File: config.mk
export PLATFORM = sky130hd
export DESIGN_NAME = arp_lookup_ctrl
export DESIGN_NICKNAME = d
export VERILOG_FILES = /design/src/rtl/arp_ctrl_pkg.sv /design/src/rtl/arp_table_regs.sv /design/src/rtl/arp_lookup_ctrl.sv
export SDC_FILE = /design/constraint.sdc
export NUM_CORES = 2
export LEC_CHECK = 0
export ABC_CLOCK_PERIOD_IN_PS = 6900
export BUFFER_PORTS_ARGS = -buffer_cell sky130_fd_sc_hd__buf_2
export CAP_MARGIN = 20
export CORE_MARGIN = 10
export CORE_UTILIZATION = 31
export CTS_CLUSTER_SIZE = 8
export DETAILED_ROUTE_END_ITERATION = 6
export GPL_TIMING_DRIVEN = 0
export PLACE_DENSITY = 0.43
export SLEW_MARGIN = 5
export SYNTH_ARGS = -nofsm -noshare
export SYNTH_HDL_FRONTEND = slang
export SYNTH_SLANG_ARGS = --single-unit
File: constraint.sdc
create_clock -name AXI_ACLK -period 6.9 [get_ports AXI_ACLK]
set_clock_uncertainty 0.05 [all_clocks]
set_input_delay 0.345 -clock AXI_ACLK [delete_from_list [all_inputs] [get_ports AXI_ACLK]]
set_output_delay 0.345 -clock AXI_ACLK [all_outputs]
set_load 0.03 [all_outputs]
File: src/rtl/arp_ctrl_pkg.sv
// Shared types and constants for the ARP lookup controller.
//   - state_t     : controller FSM states (IDLE, CPU, SEARCH, RESULT)
//   - arp_entry_t : one ARP table entry {vld, ip, mac}
//   - IP_W/MAC_W/OQ_W : field widths
package arp_ctrl_pkg;

    localparam int IP_W  = 32;
    localparam int MAC_W = 48;
    localparam int OQ_W  = 8;

    typedef enum logic [1:0] {
        S_IDLE   = 2'd0,
        S_CPU    = 2'd1,
        S_SEARCH = 2'd2,
        S_RESULT = 2'd3
    } state_t;

    typedef struct packed {
        logic             vld;
        logic [IP_W-1:0]  ip;
        logic [MAC_W-1:0] mac;
    } arp_entry_t;

endpackage

File: src/rtl/arp_table_regs.sv
// ARP table register file.
// Ports:
//   clk_i, rst_ni            : clock, asynchronous active-low reset
//   lkp_idx_i                : index for the search compare port
//   lkp_vld_o/ip_o/mac_o     : entry at lkp_idx_i (combinational)
//   wr_en_i                  : write entry cpu_addr_i this cycle
//   cpu_addr_i               : CPU read/write index
//   wr_vld_i/ip_i/mac_i      : write data
//   cpu_vld_o/ip_o/mac_o     : entry at cpu_addr_i (combinational)
// Only the valid bits are reset; ip/mac contents are don't-care while invalid.
module arp_table_regs
    import arp_ctrl_pkg::*;
#(
    parameter int ARP_DEPTH = 32,
    parameter int ADDR_BITS = 5
) (
    input  logic                 clk_i,
    input  logic                 rst_ni,
    input  logic [ADDR_BITS-1:0] lkp_idx_i,
    output logic                 lkp_vld_o,
    output logic [IP_W-1:0]      lkp_ip_o,
    output logic [MAC_W-1:0]     lkp_mac_o,
    input  logic                 wr_en_i,
    input  logic [ADDR_BITS-1:0] cpu_addr_i,
    input  logic                 wr_vld_i,
    input  logic [IP_W-1:0]      wr_ip_i,
    input  logic [MAC_W-1:0]     wr_mac_i,
    output logic                 cpu_vld_o,
    output logic [IP_W-1:0]      cpu_ip_o,
    output logic [MAC_W-1:0]     cpu_mac_o
);

    logic [ARP_DEPTH-1:0] vld_q;
    logic [IP_W-1:0]      ip_q  [ARP_DEPTH];
    logic [MAC_W-1:0]     mac_q [ARP_DEPTH];

    always_ff @(posedge clk_i or negedge rst_ni) begin
        if (!rst_ni) begin
            vld_q <= '0;
        end else if (wr_en_i) begin
            vld_q[cpu_addr_i] <= wr_vld_i;
        end
    end

    always_ff @(posedge clk_i) begin
        if (wr_en_i) begin
            ip_q[cpu_addr_i]  <= wr_ip_i;
            mac_q[cpu_addr_i] <= wr_mac_i;
        end
    end

    assign lkp_vld_o = vld_q[lkp_idx_i];
    assign lkp_ip_o  = ip_q[lkp_idx_i];
    assign lkp_mac_o = mac_q[lkp_idx_i];
    assign cpu_vld_o = vld_q[cpu_addr_i];
    assign cpu_ip_o  = ip_q[cpu_addr_i];
    assign cpu_mac_o = mac_q[cpu_addr_i];

endmodule

File: src/rtl/arp_lookup_ctrl.sv
// ARP lookup controller: owns the ARP table, searches it sequentially for
// next-hop lookups and arbitrates those against CPU table reads/writes.
// Ports:
//   AXI_ACLK, AXI_RESETN          : clock, asynchronous active-low reset
//   lkp_req_valid/ready, lkp_next_hop, lkp_oq : lookup request
//   res_valid/ready, res_hit, res_mac, res_oq : lookup result
//   cpu_req/we/addr/wr_*, cpu_ack, cpu_rd_*   : CPU table access
//   counter_reset, lookup_count, hit_count    : statistics
//   dbg_state                     : current FSM state (state_t encoding)
// Handshakes: a lookup transfers on the rising edge where lkp_req_valid and
// lkp_req_ready are both high; a result transfers where res_valid and
// res_ready are both high. res_* are held stable while res_valid is high.
// cpu_req is a level held until the single-cycle cpu_ack pulse.
// Optional: define ARP_LAST_HIT_CACHE_EN for a one-entry last-hit cache.
module arp_lookup_ctrl
    import arp_ctrl_pkg::*;
#(
    parameter int ARP_DEPTH          = 32,
    parameter int ADDR_BITS          = 5,
    parameter int C_S_AXI_DATA_WIDTH = 32
) (
    input  logic                          AXI_ACLK,
    input  logic                          AXI_RESETN,
    input  logic                          lkp_req_valid,
    output logic                          lkp_req_ready,
    input  logic [31:0]                   lkp_next_hop,
    input  logic [7:0]                    lkp_oq,
    output logic                          res_valid,
    input  logic                          res_ready,
    output logic                          res_hit,
    output logic [47:0]                   res_mac,
    output logic [7:0]                    res_oq,
    input  logic                          cpu_req,
    input  logic                          cpu_we,
    input  logic [ADDR_BITS-1:0]          cpu_addr,
    input  logic [31:0]                   cpu_wr_ip,
    input  logic [47:0]                   cpu_wr_mac,
    input  logic                          cpu_wr_vld,
    output logic                          cpu_ack,
    output logic [31:0]                   cpu_rd_ip,
    output logic [47:0]                   cpu_rd_mac,
    output logic                          cpu_rd_vld,
    input  logic [C_S_AXI_DATA_WIDTH-1:0] counter_reset,
    output logic [C_S_AXI_DATA_WIDTH-1:0] lookup_count,
    output logic [C_S_AXI_DATA_WIDTH-1:0] hit_count,
    output logic [1:0]                    dbg_state
);

    state_t               state_q;
    logic                 last_lkp_q;   // last grant went to a lookup
    logic [IP_W-1:0]      nh_q;
    logic [ADDR_BITS-1:0] idx_q;
    // One-stage compare pipeline: result of entry idx is acted on a cycle later.
    logic                 pipe_vld_q;
    logic                 pipe_hit_q;
    logic                 pipe_last_q;
    logic [MAC_W-1:0]     pipe_mac_q;

    arp_entry_t lkp_entry;
    arp_entry_t cpu_entry;
    logic       tbl_we;
    logic       ent_match;
    logic       cpu_pend;
    logic       cpu_win;
    logic       lkp_win;
    logic       cache_hit;
    logic [MAC_W-1:0] cache_mac;

    arp_table_regs #(
        .ARP_DEPTH (ARP_DEPTH),
        .ADDR_BITS (ADDR_BITS)
    ) u_table (
        .clk_i      (AXI_ACLK),
        .rst_ni     (AXI_RESETN),
        .lkp_idx_i  (idx_q),
        .lkp_vld_o  (lkp_entry.vld),
        .lkp_ip_o   (lkp_entry.ip),
        .lkp_mac_o  (lkp_entry.mac),
        .wr_en_i    (tbl_we),
        .cpu_addr_i (cpu_addr),
        .wr_vld_i   (cpu_wr_vld),
        .wr_ip_i    (cpu_wr_ip),
        .wr_mac_i   (cpu_wr_mac),
        .cpu_vld_o  (cpu_entry.vld),
        .cpu_ip_o   (cpu_entry.ip),
        .cpu_mac_o  (cpu_entry.mac)
    );

    assign tbl_we    = (state_q == S_CPU) && cpu_we;
    assign ent_match = lkp_entry.vld && (lkp_entry.ip == nh_q);

    // cpu_req is still high during the ack cycle; do not re-grant it then.
    assign cpu_pend = cpu_req && !cpu_ack;
    // Alternating priority: CPU wins a tie only if the previous grant was a lookup.
    assign cpu_win  = (state_q == S_IDLE) && cpu_pend && (!lkp_req_valid || last_lkp_q);
    assign lkp_win  = (state_q == S_IDLE) && lkp_req_valid && !cpu_win;
    assign lkp_req_ready = AXI_RESETN && lkp_win;
    assign dbg_state = state_q;

`ifdef ARP_LAST_HIT_CACHE_EN
    logic             cache_vld_q;
    logic [IP_W-1:0]  cache_ip_q;
    logic [MAC_W-1:0] cache_mac_q;
    logic             search_hit;

    assign search_hit = (state_q == S_SEARCH) && pipe_vld_q && pipe_hit_q;
    assign cache_hit  = cache_vld_q && (cache_ip_q == lkp_next_hop);
    assign cache_mac  = cache_mac_q;

    always_ff @(posedge AXI_ACLK or negedge AXI_RESETN) begin
        if (!AXI_RESETN) begin
            cache_vld_q <= 1'b0;
            cache_ip_q  <= '0;
            cache_mac_q <= '0;
        end else if (tbl_we) begin
            cache_vld_q <= 1'b0;
        end else if (search_hit) begin
            cache_vld_q <= 1'b1;
            cache_ip_q  <= nh_q;
            cache_mac_q <= pipe_mac_q;
        end
    end
`else
    assign cache_hit = 1'b0;
    assign cache_mac = '0;
`endif

    always_ff @(posedge AXI_ACLK or negedge AXI_RESETN) begin
        if (!AXI_RESETN) begin
            state_q     <= S_IDLE;
            last_lkp_q  <= 1'b1;   // CPU gets the first contested grant
            nh_q        <= '0;
            idx_q       <= '0;
            pipe_vld_q  <= 1'b0;
            pipe_hit_q  <= 1'b0;
            pipe_last_q <= 1'b0;
            pipe_mac_q  <= '0;
            res_valid   <= 1'b0;
            res_hit     <= 1'b0;
            res_mac     <= '0;
            res_oq      <= '0;
            cpu_ack     <= 1'b0;
            cpu_rd_ip   <= '0;
            cpu_rd_mac  <= '0;
            cpu_rd_vld  <= 1'b0;
        end else begin
            cpu_ack <= 1'b0;
            case (state_q)
                S_IDLE: begin
                    if (cpu_win) begin
                        state_q    <= S_CPU;
                        last_lkp_q <= 1'b0;
                    end else if (lkp_win) begin
                        last_lkp_q <= 1'b1;
                        nh_q       <= lkp_next_hop;
                        res_oq     <= lkp_oq;
                        idx_q      <= '0;
                        pipe_vld_q <= 1'b0;
                        if (cache_hit) begin
                            state_q   <= S_RESULT;
                            res_valid <= 1'b1;
                            res_hit   <= 1'b1;
                            res_mac   <= cache_mac;
                        end else begin
                            state_q <= S_SEARCH;
                        end
                    end
                end
                S_CPU: begin
                    cpu_ack <= 1'b1;
                    if (!cpu_we) begin
                        cpu_rd_vld <= cpu_entry.vld;
                        cpu_rd_ip  <= cpu_entry.ip;
                        cpu_rd_mac <= cpu_entry.mac;
                    end
                    state_q <= S_IDLE;
                end
                S_SEARCH: begin
                    // Earlier indices resolve first, so the lowest matching index wins.
                    if (pipe_vld_q && (pipe_hit_q || pipe_last_q)) begin
                        state_q    <= S_RESULT;
                        res_valid  <= 1'b1;
                        res_hit    <= pipe_hit_q;
                        res_mac    <= pipe_hit_q ? pipe_mac_q : '0;
                        pipe_vld_q <= 1'b0;
                    end else begin
                        pipe_vld_q  <= 1'b1;
                        pipe_hit_q  <= ent_match;
                        pipe_mac_q  <= lkp_entry.mac;
                        pipe_last_q <= (idx_q == ADDR_BITS'(ARP_DEPTH - 1));
                        idx_q       <= idx_q + 1'b1;
                    end
                end
                S_RESULT: begin
                    if (res_ready) begin
                        res_valid <= 1'b0;
                        state_q   <= S_IDLE;
                    end
                end
                default: state_q <= S_IDLE;
            endcase
        end
    end

    // Counters; a clear request takes precedence over a same-cycle increment.
    always_ff @(posedge AXI_ACLK or negedge AXI_RESETN) begin
        if (!AXI_RESETN) begin
            lookup_count <= '0;
            hit_count    <= '0;
        end else if (counter_reset == C_S_AXI_DATA_WIDTH'(1)) begin
            lookup_count <= '0;
            hit_count    <= '0;
        end else if ((state_q == S_RESULT) && res_ready) begin
            lookup_count <= lookup_count + 1'b1;
            if (res_hit) begin
                hit_count <= hit_count + 1'b1;
            end
        end
    end

endmodule

==> flow_metrics.tcl <==
set metrics [dict create \
    holdBufCountCts 130 \
    num_rows 239 \
    dieArea_sq_um 450000 \
    cap_violations 0 \
    ctsResizeCount 0 \
    nNetsFinal 8645 \
    fillCellCount 38900 \
    setup_viol 2 \
    status "finished with violations" \
    antenna_found_initial 125 \
    cts_buffer_depth 4 \
    critPathMaxFanout 10 \
    syn_nets 7303 \
    dr.max_layer_used "met5" \
    fin_ws_ns -0.124 \
    clock_latency_ns 1.05 \
    ys_ff_latch 2887 \
    fin_total_pwr_w 0.0596 \
    synthSimpleGateAreaFrac_pct 2.62 \
    cts-buffers-inserted 401 \
    worstMarginPinSlew_ns 1.33 \
    cp.arrival_ns 7.75 \
    grt_pass1_vias 89500 \
    crit_chain "buf_4, buf_6, buf_2, buf_4, buf_4, mux2i_1, o221ai_1, o22ai_1, nor2_1, xnor2_1, o2111ai_1, a2111o_1, o21ai_2" \
    internal_power_w 0.0370 \
    die_w_microns 671 \
    p_sw_share_pct 38.0 \
    grt_max_degree 102 \
    cp_slowest_stage_delay_ns 0.86 \
    clockPowerShare_pct 32.2 \
    via_count 96200 \
    drc 3 \
    hold_class "in -> reg" \
    synth_top_family_by_area "multiplexers" \
    netlist_area_sq_um 131000 \
    clkSlewWorstSetupHoldPaths_ns 0.06 \
    cts_setup_buffers 0 \
    cts_tree "yes" \
    place_area_sq_um 150000 \
    synth_mux_area_share_pct 24.8 \
    path_common_cell "buf_4" \
    dpl.hpwl_mm 576 \
    synth_top_area_cell "edfxtp_1" \
    crit_slowest_cell "xnor2_1" \
    vias_per_cell 6.61 \
    postSynthAreaPerCell_sq_um 18.4 \
    drt-met1-wl_mm 279 \
    rsz0062_at_grt "no" \
    ctsHtreeMaxLevel 5 \
    place.gp.congestion 0.955 \
    die_height_microns 671 \
    stdcell_area_sq_um 163000 \
    hold_ws_ns 0.0261 \
    ys_types 67 \
    cp-start-kind "flop" \
    drt-total-wl_mm 798 \
    synth-seq-area-share_pct 64.7 \
    critPathCaptureType "flop" \
    drt_pass1_iterations 7 \
    grt_pass1_wl_mm 994 \
    synth_top_area_share_pct 58.5 \
    ant_nets 0 \
    synth_compound_area_share_pct 5.12 \
    core_area_sq_um 423000 \
    synth-async-reset-ratio_pct 11.3 \
    synth_adder_area_share_pct 0.0381 \
    drv_slew 0 \
    seq_power_share_pct 34.2 \
    wire_per_inst_microns 54.8 \
    layout-drive-gt1-share_pct 35.1 \
    grt.total_usage_pct 34.1 \
    synthTopCellsByArea "edfxtp_1, mux4_2, dfrtp_1" \
    fin_crit_sh_pct 102 \
    violations "design-rule violations, negative setup slack" \
    finalHoldViolCount 0 \
    power_leakage_nw 55.2 \
    start_util_pct 31.1 \
    route.met2.wl_mm 331 \
    relSlewSlack_pct 10.4 \
    ios 371 \
    synth_xor_xnor_area_share_pct 0.607 \
    ys.flop_type "edfxtp_1" \
    power_density_nw_per_um2 365 \
    peakVddDrop_mv 0.271 \
    numClockSinks 2887 \
    post-route-util_pct 38.6 \
    drt_first_iter_violations 18300 \
    dp_worst_setup_slack_ns -0.0113 \
    required_ns 7.62 \
    io_buffer_count 367 \
    clock-root-buffer "clkbuf_16" \
    comb_power_share_pct 33.6 \
    grt-ovfl-total 0 \
    area_delta_synth_final_pct 24.2 \
    syn_inst 7135 \
    met3_length_mm 109 \
    synth_edf_count 2560 \
    max_freq_mhz 142 \
    path_class "reg -> reg" \
    period_needed_ns 7.02 \
    switchingPower_w 0.0226 \
    yosys_warnings 0 \
]
## state kept, by name, summed over array words and instances (netlist names), 5 cells and up
register       cells
idx_q              5
u_table.ip_q    1024
pipe_mac_q        48
u_table.mac_q   1536
nh_q              32
lookup_count      32
cpu_rd_ip         32
res_oq             8
cpu_rd_mac        48
res_mac           48
u_table.vld_q     32
hit_count         32
## worst paths after layout
check,start,end,slack [ns],cells past startpoint
max,idx_q[0],pipe_hit_q,-0.12,13
min,lkp_next_hop[29],nh_q[29],0.03,3
max reg2reg,idx_q[0],pipe_hit_q,-0.12,13
min reg2reg,res_mac[37],res_mac[37],0.42,2
max in group asynchronous,AXI_RESETN,res_oq[2],4.87,6
min in group asynchronous,AXI_RESETN,res_mac[14],0.46,4
## cells by family after synthesis
group           count (synthesis)
compound gates               1001
xor+xnor                       91
fa+ha+maj                       4
buf+inv                       569
flops                        2887
mux                          1777
simple gates                  806
## power groups by stage
stage	clock network (W)	registers [W]	logic (W)
after floorplan	0	0.0209	0.00860
after global placement	0	0.0207	0.0184
after detailed placement	0	0.0207	0.0191
after CTS	0.0191	0.0204	0.0192
after global routing	0.0199	0.0204	0.0197
final	0.0192	0.0204	0.0200
## worst max-delay path: cells and delay by family, from the launching register on
kind	cells	cell delay [ns]
AOI/OAI and AO/OA	5	2.09
and+or+nand+nor	1	0.14
buffers and inverters	5	2.49
DFF	1	0.78
muxes	1	0.26
xor gates and xnor gates	1	0.86
## cells in the final DEF (no fill, tap or decap), types with 151 or more instances in the layout
| master | instances |
|---|---|
| a21oi_1 | 210 |
| buf_12 | 312 |
| buf_2 | 535 |
| clkbuf_1 | 366 |
| clkbuf_16 | 408 |
| clkbuf_2 | 200 |
| dfrtp_1 | 326 |
| edfxtp_1 | 2560 |
| mux2_2 | 151 |
| mux2i_1 | 456 |
| mux4_2 | 1170 |
| nand2_1 | 390 |
| nor2_1 | 177 |
| o21ai_0 | 217 |
## per-layer routing
metal,global-route usage (%),vias up
li1,-,33000
met1,41.0,51700
met5,0.421,-
met2,48.1,9015
met3,14.0,2416
met4,27.4,44
## cell type report
cell class	instances	area (sq um)	area share [%]
flip-flops and latches	2887	85100	52.1
multi-input cells	3679	44000	27.0
repair buffers	939	12100	7.43
clock buffers	678	11200	6.88
well taps	5663	7090	4.34
plain buffers	555	2970	1.82
diodes	129	323	0.198
clock inverters	17	299	0.183
inverters	14	52.6	0.0322
## through the flow
| step | cells | TNS [ns] |
|---|---|---|
| floorplan | 7135 | 0 |
| global placement | 13200 | - |
| detailed placement | 13600 | -0.100 |
| CTS | 14400 | 0 |
| global route | 14500 | 0 |
| finish | 14600 | -0.231 |
## cells in the mapped netlist, types with 11 or more instances
| cell | instances |
|---|---|
| dfrtp_1 | 326 |
| buf_1 | 60 |
| nand3_1 | 43 |
| nand2_1 | 391 |
| o221ai_1 | 120 |
| o311ai_0 | 24 |
| o21ai_0 | 217 |
| edfxtp_1 | 2560 |
| mux2i_1 | 456 |
| a221oi_1 | 65 |
| xnor2_1 | 41 |
| a22o_1 | 56 |
| nor4_1 | 14 |
| nand4_1 | 16 |
| clkbuf_1 | 301 |
| mux4_2 | 1170 |
| buf_6 | 32 |
| o21a_1 | 17 |
| nor3_1 | 41 |
| a31oi_1 | 21 |
| or3_1 | 19 |
| a21oi_1 | 210 |
| and3_1 | 21 |
| buf_2 | 117 |
| a32oi_1 | 15 |
| nor2_1 | 213 |
| nor2b_1 | 19 |
| buf_4 | 45 |
| o22ai_1 | 103 |
| a22oi_1 | 84 |
| mux2_2 | 151 |
| xor2_1 | 50 |
| nand2b_1 | 11 |
| inv_1 | 13 |
No activity file was read; power rests on OpenSTA's default activity.
